File: src/rtl/shift_sub_divider_if.sv
// Request/result bundle for the shift-subtract divider.
interface shift_sub_divider_if #(
    parameter int unsigned WIDTH = 24
);
    logic                   Start;
    logic [2*WIDTH-1:0]     Dividend;
    logic [WIDTH-1:0]       Divisor;
    logic                   Busy;
    logic                   Done;
    logic [WIDTH-1:0]       Quotient;
    logic [WIDTH-1:0]       Remainder;
    logic                   Ovf;
    logic                   DivZero;

    modport master (
        output Start, Dividend, Divisor,
        input  Busy, Done, Quotient, Remainder, Ovf, DivZero
    );

    modport slave (
        input  Start, Dividend, Divisor,
        output Busy, Done, Quotient, Remainder, Ovf, DivZero
    );
endinterface

File: src/rtl/shift_sub_divider.sv
// Unsigned 2W/W restoring shift-subtract divider, one quotient bit per clock.
// Optional SSD_FAST_EXIT_EN: overflow/divide-by-zero requests skip the RUN phase.
module shift_sub_divider #(
    parameter int unsigned WIDTH = 24
) (
    input  logic               clk,
    input  logic               rst,
    shift_sub_divider_if.slave bus
);
    localparam int unsigned CW = $clog2(WIDTH);

    typedef enum logic [1:0] {
        IDLE = 2'd0,
        RUN  = 2'd1,
        DONE = 2'd2
    } state_t;

    state_t            state, state_next;
    logic [WIDTH-1:0]  r, r_next;
    logic [WIDTH-1:0]  q, q_next;
    logic [WIDTH-1:0]  d, d_next;
    logic [CW-1:0]     cnt, cnt_next;
    logic              err_ovf, err_ovf_next;
    logic              err_dz, err_dz_next;
    logic [WIDTH-1:0]  quo_next, rem_next;
    logic              ovf_next, dz_next;

    logic [WIDTH:0]    t;
    logic [WIDTH-1:0]  diff;
    logic              ge;
    logic [WIDTH-1:0]  hi;
    logic              dz_in, ovf_in;

    // Partial remainder stays below the divisor, so its extra top bit is always 0 and is not stored.
    always_comb begin
        state_next   = state;
        r_next       = r;
        q_next       = q;
        d_next       = d;
        cnt_next     = cnt;
        err_ovf_next = err_ovf;
        err_dz_next  = err_dz;
        quo_next     = bus.Quotient;
        rem_next     = bus.Remainder;
        ovf_next     = bus.Ovf;
        dz_next      = bus.DivZero;

        t      = {r, q[WIDTH-1]};
        ge     = (t >= {1'b0, d});
        diff   = t[WIDTH-1:0] - d;
        hi     = bus.Dividend[2*WIDTH-1:WIDTH];
        dz_in  = (bus.Divisor == '0);
        ovf_in = !dz_in && (hi >= bus.Divisor);

        case (state)
            IDLE: begin
                if (bus.Start) begin
                    r_next       = hi;
                    q_next       = bus.Dividend[WIDTH-1:0];
                    d_next       = bus.Divisor;
                    cnt_next     = CW'(WIDTH - 1);
                    err_ovf_next = ovf_in;
                    err_dz_next  = dz_in;
                    ovf_next     = 1'b0;
                    dz_next      = 1'b0;
                    state_next   = RUN;
`ifdef SSD_FAST_EXIT_EN
                    if (ovf_in || dz_in) begin
                        state_next = DONE;
                        quo_next   = '1;
                        rem_next   = '0;
                        ovf_next   = ovf_in;
                        dz_next    = dz_in;
                    end
`endif
                end
            end
            RUN: begin
                r_next   = ge ? diff : t[WIDTH-1:0];
                q_next   = {q[WIDTH-2:0], ge};
                cnt_next = cnt - CW'(1);
                if (cnt == '0) begin
                    state_next = DONE;
                    if (err_ovf || err_dz) begin
                        quo_next = '1;
                        rem_next = '0;
                    end else begin
                        quo_next = q_next;
                        rem_next = r_next;
                    end
                    ovf_next = err_ovf;
                    dz_next  = err_dz;
                end
            end
            DONE: begin
                state_next = IDLE;
            end
            default: begin
                state_next = IDLE;
            end
        endcase
    end

    // State, datapath and registered outputs.
    always_ff @(posedge clk or posedge rst) begin
        if (rst) begin
            state         <= IDLE;
            r             <= '0;
            q             <= '0;
            d             <= '0;
            cnt           <= '0;
            err_ovf       <= 1'b0;
            err_dz        <= 1'b0;
            bus.Busy      <= 1'b0;
            bus.Done      <= 1'b0;
            bus.Quotient  <= '0;
            bus.Remainder <= '0;
            bus.Ovf       <= 1'b0;
            bus.DivZero   <= 1'b0;
        end else begin
            state         <= state_next;
            r             <= r_next;
            q             <= q_next;
            d             <= d_next;
            cnt           <= cnt_next;
            err_ovf       <= err_ovf_next;
            err_dz        <= err_dz_next;
            bus.Busy      <= (state_next != IDLE);
            bus.Done      <= (state_next == DONE);
            bus.Quotient  <= quo_next;
            bus.Remainder <= rem_next;
            bus.Ovf       <= ovf_next;
            bus.DivZero   <= dz_next;
        end
    end
endmodule

File: src/flat_wrapper.sv
// flat-port wrapper written by rule: the top's interface ports become plain ports
module shift_sub_divider_flat 
#(
    parameter int unsigned WIDTH = 24
)
  (clk, rst, bus_Start, bus_Dividend, bus_Divisor, bus_Busy, bus_Done, bus_Quotient, bus_Remainder, bus_Ovf, bus_DivZero);
  shift_sub_divider_if #(.WIDTH(WIDTH)) bus_i ();
  input  logic clk;
  input  logic rst;
  input wire logic [$bits(bus_i.Start)-1:0] bus_Start;
  input wire logic [$bits(bus_i.Dividend)-1:0] bus_Dividend;
  input wire logic [$bits(bus_i.Divisor)-1:0] bus_Divisor;
  output wire logic [$bits(bus_i.Busy)-1:0] bus_Busy;
  output wire logic [$bits(bus_i.Done)-1:0] bus_Done;
  output wire logic [$bits(bus_i.Quotient)-1:0] bus_Quotient;
  output wire logic [$bits(bus_i.Remainder)-1:0] bus_Remainder;
  output wire logic [$bits(bus_i.Ovf)-1:0] bus_Ovf;
  output wire logic [$bits(bus_i.DivZero)-1:0] bus_DivZero;
  assign bus_i.Start = bus_Start;
  assign bus_i.Dividend = bus_Dividend;
  assign bus_i.Divisor = bus_Divisor;
  assign bus_Busy = bus_i.Busy;
  assign bus_Done = bus_i.Done;
  assign bus_Quotient = bus_i.Quotient;
  assign bus_Remainder = bus_i.Remainder;
  assign bus_Ovf = bus_i.Ovf;
  assign bus_DivZero = bus_i.DivZero;
  shift_sub_divider #(.WIDTH(WIDTH)) u_core (.clk(clk), .rst(rst), .bus(bus_i));
endmodule
File: config.mk
export PLATFORM = sky130hd
export DESIGN_NAME = shift_sub_divider_flat
export DESIGN_NICKNAME = d
export VERILOG_FILES = /design/src/rtl/shift_sub_divider_if.sv /design/src/rtl/shift_sub_divider.sv /design/src/flat_wrapper.sv
export SDC_FILE = /design/constraint.sdc
export NUM_CORES = 1
export LEC_CHECK = 0
export CORE_ASPECT_RATIO = 0.9
export CORE_MARGIN = 3
export CORE_UTILIZATION = 30
export CTS_CLUSTER_SIZE = 14
export DETAILED_ROUTE_END_ITERATION = 8
export PLACE_DENSITY = 0.61
export SLEW_MARGIN = 20
export SYNTH_ARGS = -nofsm -noshare
export SYNTH_HDL_FRONTEND = slang
export SYNTH_SLANG_ARGS = --single-unit
export TNS_END_PERCENT = 10
File: constraint.sdc
create_clock -name clk -period 4.9 [get_ports clk]
set_clock_uncertainty 0.2 [all_clocks]
set_input_delay 0.98 -clock clk [delete_from_list [all_inputs] [get_ports clk]]
set_output_delay 0.98 -clock clk [all_outputs]
set_load 0.01 [all_outputs]
==> metrics.csv <==
stage,metric,value,unit
run_status,status,finished clean,
routing,detail_route.drc_violations,0,
logic_synthesis,netlist_area,7570,sq um
logic_synthesis,yosys_warnings,0,
logic_synthesis,seq_area_frac_synth,43.9,%
clock_network,cts_tree,built,
logic_synthesis,ys_async_sr_fraction,100,%
placement,portBuffers,126,
timing,rsz0062_at_grt,no,
logic_synthesis,synth.ff_latch_count,133,
final_layout,syn2layout_area_growth,28.9,%
global_routing,antenna_found_initial,1,
clock_network,htree_levels,4,
routing,via_count,6771,
die,die_area,27200,sq um
pwr,p_int,4.38,mW
die,fp.dieW,173,um
timing,setup_slack,1.36,ns
routing,final_antenna_net_count,0,
die,ios,127,
timing,slew_viol_final,0,
critical_path,worstSetupStartpoint,u_core.r[12],
placement,pre_cts_slack,1.35,ns
clock_network,cts_buffer_depth,2,
hold_path,hold_class,reg2reg,
timing,slew_headroom,37.2,%
clock_network,cts-root-buf,clkbuf_16,
global_routing,grt_max_degree,67,
timing,holdWs,0.289,ns
critical_path,arrival,3.61,ns
critical_path,start_kind,flop,
critical_path,cp_max_fo,11,
pwr,p_per_area,798,nW/um^2
clock_network,clkTransAtPathRegs,0.06,ns
die,rows,54,
pwr,p_leak,4.20,nW
hold_path,hold_path_startpoint,u_core.bus.Remainder[12],
pwr,power.switching,3.41,mW
clock_network,postCtsSetupBuffers,0,
placement,hpwl,17700,um
clock_network,insertion_delay,0.43,ns
timing,worstMarginPinSlew,0.942,ns
critical_path,reg2reg_from,u_core.r[12],
die,start_util,30.9,%
routing,via_per_inst,5.31,
timing,clock.fmax,283,MHz
critical_path,path_class,reg2reg,
final_layout,drive_above_1_share,6.28,%
placement,dp.cells,1244,
final_layout,layout.cells.non_filler,1276,
clock_network,clock-sinks,133,
pwr,irDropWorstVdd,0.000347,V
global_routing,grt_pass1_vias,6597,
timing,finalSetupTns,0,ns
final_layout,fin_nets,1052,
final_layout,n_antenna_cell,0,
logic_synthesis,syn_area_per_cell,9.32,sq um
global_routing,track_usage,17.8,%
job,max-cap-violations,0,
placement,gp_congestion,0.909,
timing,finalHoldViolations,0,
critical_path,required,4.97,ns
logic_synthesis,synthFlopType,dfrtp_1,
routing,routed_wl,24000,um
logic_synthesis,synth-edff-count,0,
timing,fin_crit,3.54,ns
pwr,seq_power_share,26.5,%
routing,wl_per_cell,18.8,um
clock_network,cts_hold_buf,0,
timing,setup_viol,0,
clock_network,cts-buffers-inserted,17,
routing,drt_first_iter_violations,664,
die,die_h,157,um
clock_network,post_cts_resized,0,
global_routing,grt_pass1_wl,38200,um
die,core_area,24500,sq um
logic_synthesis,synth.distinct_cells,72,
pwr,clkPwrFrac,16.2,%
routing,dr.pass1.iters,5,
global_routing,grt_overflow,0,
logic_synthesis,syn_nets,938,
pwr,p_comb_share,57.3,%
critical_path,crit_path_end_kind,flop,
timing,period_share,72.2,%
logic_synthesis,netlist_instances,813,
pwr,sw_frac_of_total,43.8,%
-- layout by cell type, fill, tap and decap left out, types with 11 or more instances in the layout --
cell type,n
buf_4,11
inv_1,60
a22oi_1,26
nor2_1,23
o21ai_1,16
clkdlybuf4s50_1,126
o22a_1,25
nand3_1,12
mux2i_1,15
ha_1,49
dfrtp_1,133
a21oi_1,42
a21o_1,13
nand2_1,93
o21ai_0,87
clkbuf_16,17
nor2b_1,20
-- area by class of cell --
| cell class | count | area [sq um] |
|---|---|---|
| clock buffer | 20 | 447 |
| clock inverter | 12 | 131 |
| fill | 2425 | 14800 |
| inverter | 63 | 241 |
| multi-input combinational | 574 | 3830 |
| sequential | 133 | 3330 |
| tap | 336 | 420 |
| timing repair buffer | 138 | 1360 |
-- sequential cells by signal, summed over array words and instances (netlist names) --
| name | cells |
|---|---|
| u_core.bus.Busy | 1 |
| u_core.cnt | 5 |
| u_core.err_ovf | 1 |
| u_core.err_dz | 1 |
| u_core.bus.Done | 1 |
| u_core.d | 24 |
| u_core.state | 2 |
| u_core.bus.Remainder | 24 |
| u_core.q | 24 |
| u_core.bus.DivZero | 1 |
| u_core.r | 24 |
| u_core.bus.Quotient | 24 |
| u_core.bus.Ovf | 1 |
-- layer usage --
layer / vias to the layer above / track usage (%) / part of all wire, %
met4: 0 / 4.13 / 1.1
met2: 259 / 26.5 / 44
met1: 3288 / 26.3 / 48
met5: - / 0 / 0
met3: 21 / 3.95 / 7.2
li1: 3203 / - / -
-- synth_stat cells, types with 15 or more instances --
master	instances	share of area, %
a21oi_1	42	2.8
a22oi_1	26	2.6
clkbuf_1	31	1.5
dfrtp_1	133	44
ha_1	49	8.1
inv_1	61	3.0
mux2i_1	15	2.0
nand2_1	93	4.6
nor2_1	23	1.1
nor2b_1	21	1.7
o21ai_0	87	5.7
o21ai_1	16	1.1
o22a_1	25	2.9
-- cells by family (layout without fill, tap and decap cells) --
group           Yosys count  in the layout  synth area share (%)
simple gates            208            208                  13.5
compound gates          286            286                  24.9
fa+ha+maj                50             50                  8.36
buf+inv                 106            233                  5.53
flops                   133            133                  43.9
mux                      16             16                  2.18
xor+xnor                 14             14                  1.62
-- final timing paths --
kind,slack (ns),end,cells after the start
min in group asynchronous,0.82,u_core.bus.Quotient[0],2
max reg2reg,1.36,u_core.r[3],9
max,1.36,u_core.r[3],9
max in group asynchronous,2.71,u_core.bus.Quotient[15],3
min,0.29,u_core.bus.Remainder[12],2
min reg2reg,0.29,u_core.bus.Remainder[12],2
-- metrics by stage --
step / power [mW] / instance area (sq um) / util [%]
6_report: 7.79 / 9770 / 39.8
3_3_place_gp: 6.43 / 9190 / 37.5
2_1_floorplan: 5.03 / 7570 / -
5_1_grt: 8.40 / 9770 / 39.8
4_1_cts: 7.79 / 9770 / 39.8
3_5_place_dp: 6.49 / 9190 / 37.5
-- power groups by stage --
stage	registers [mW]	logic (mW)	clock network, mW
floorplan	2.02	3.00	0
global placement	2.07	4.36	0
detailed placement	2.07	4.43	0
CTS	2.06	4.45	1.29
global route	2.13	4.94	1.33
finish	2.06	4.46	1.26
-- worst max-delay path: stages (launching register included) --
cell      delay (ns)
dfrtp_1         0.42
ha_1            0.42
and4_1          0.45
and2_4          0.25
o21ai_2         0.06
a311o_1         0.37
a21oi_2         0.58
buf_12          0.23
mux2i_1         0.25
o221ai_1        0.14
(Power assumes the default switching activity.)
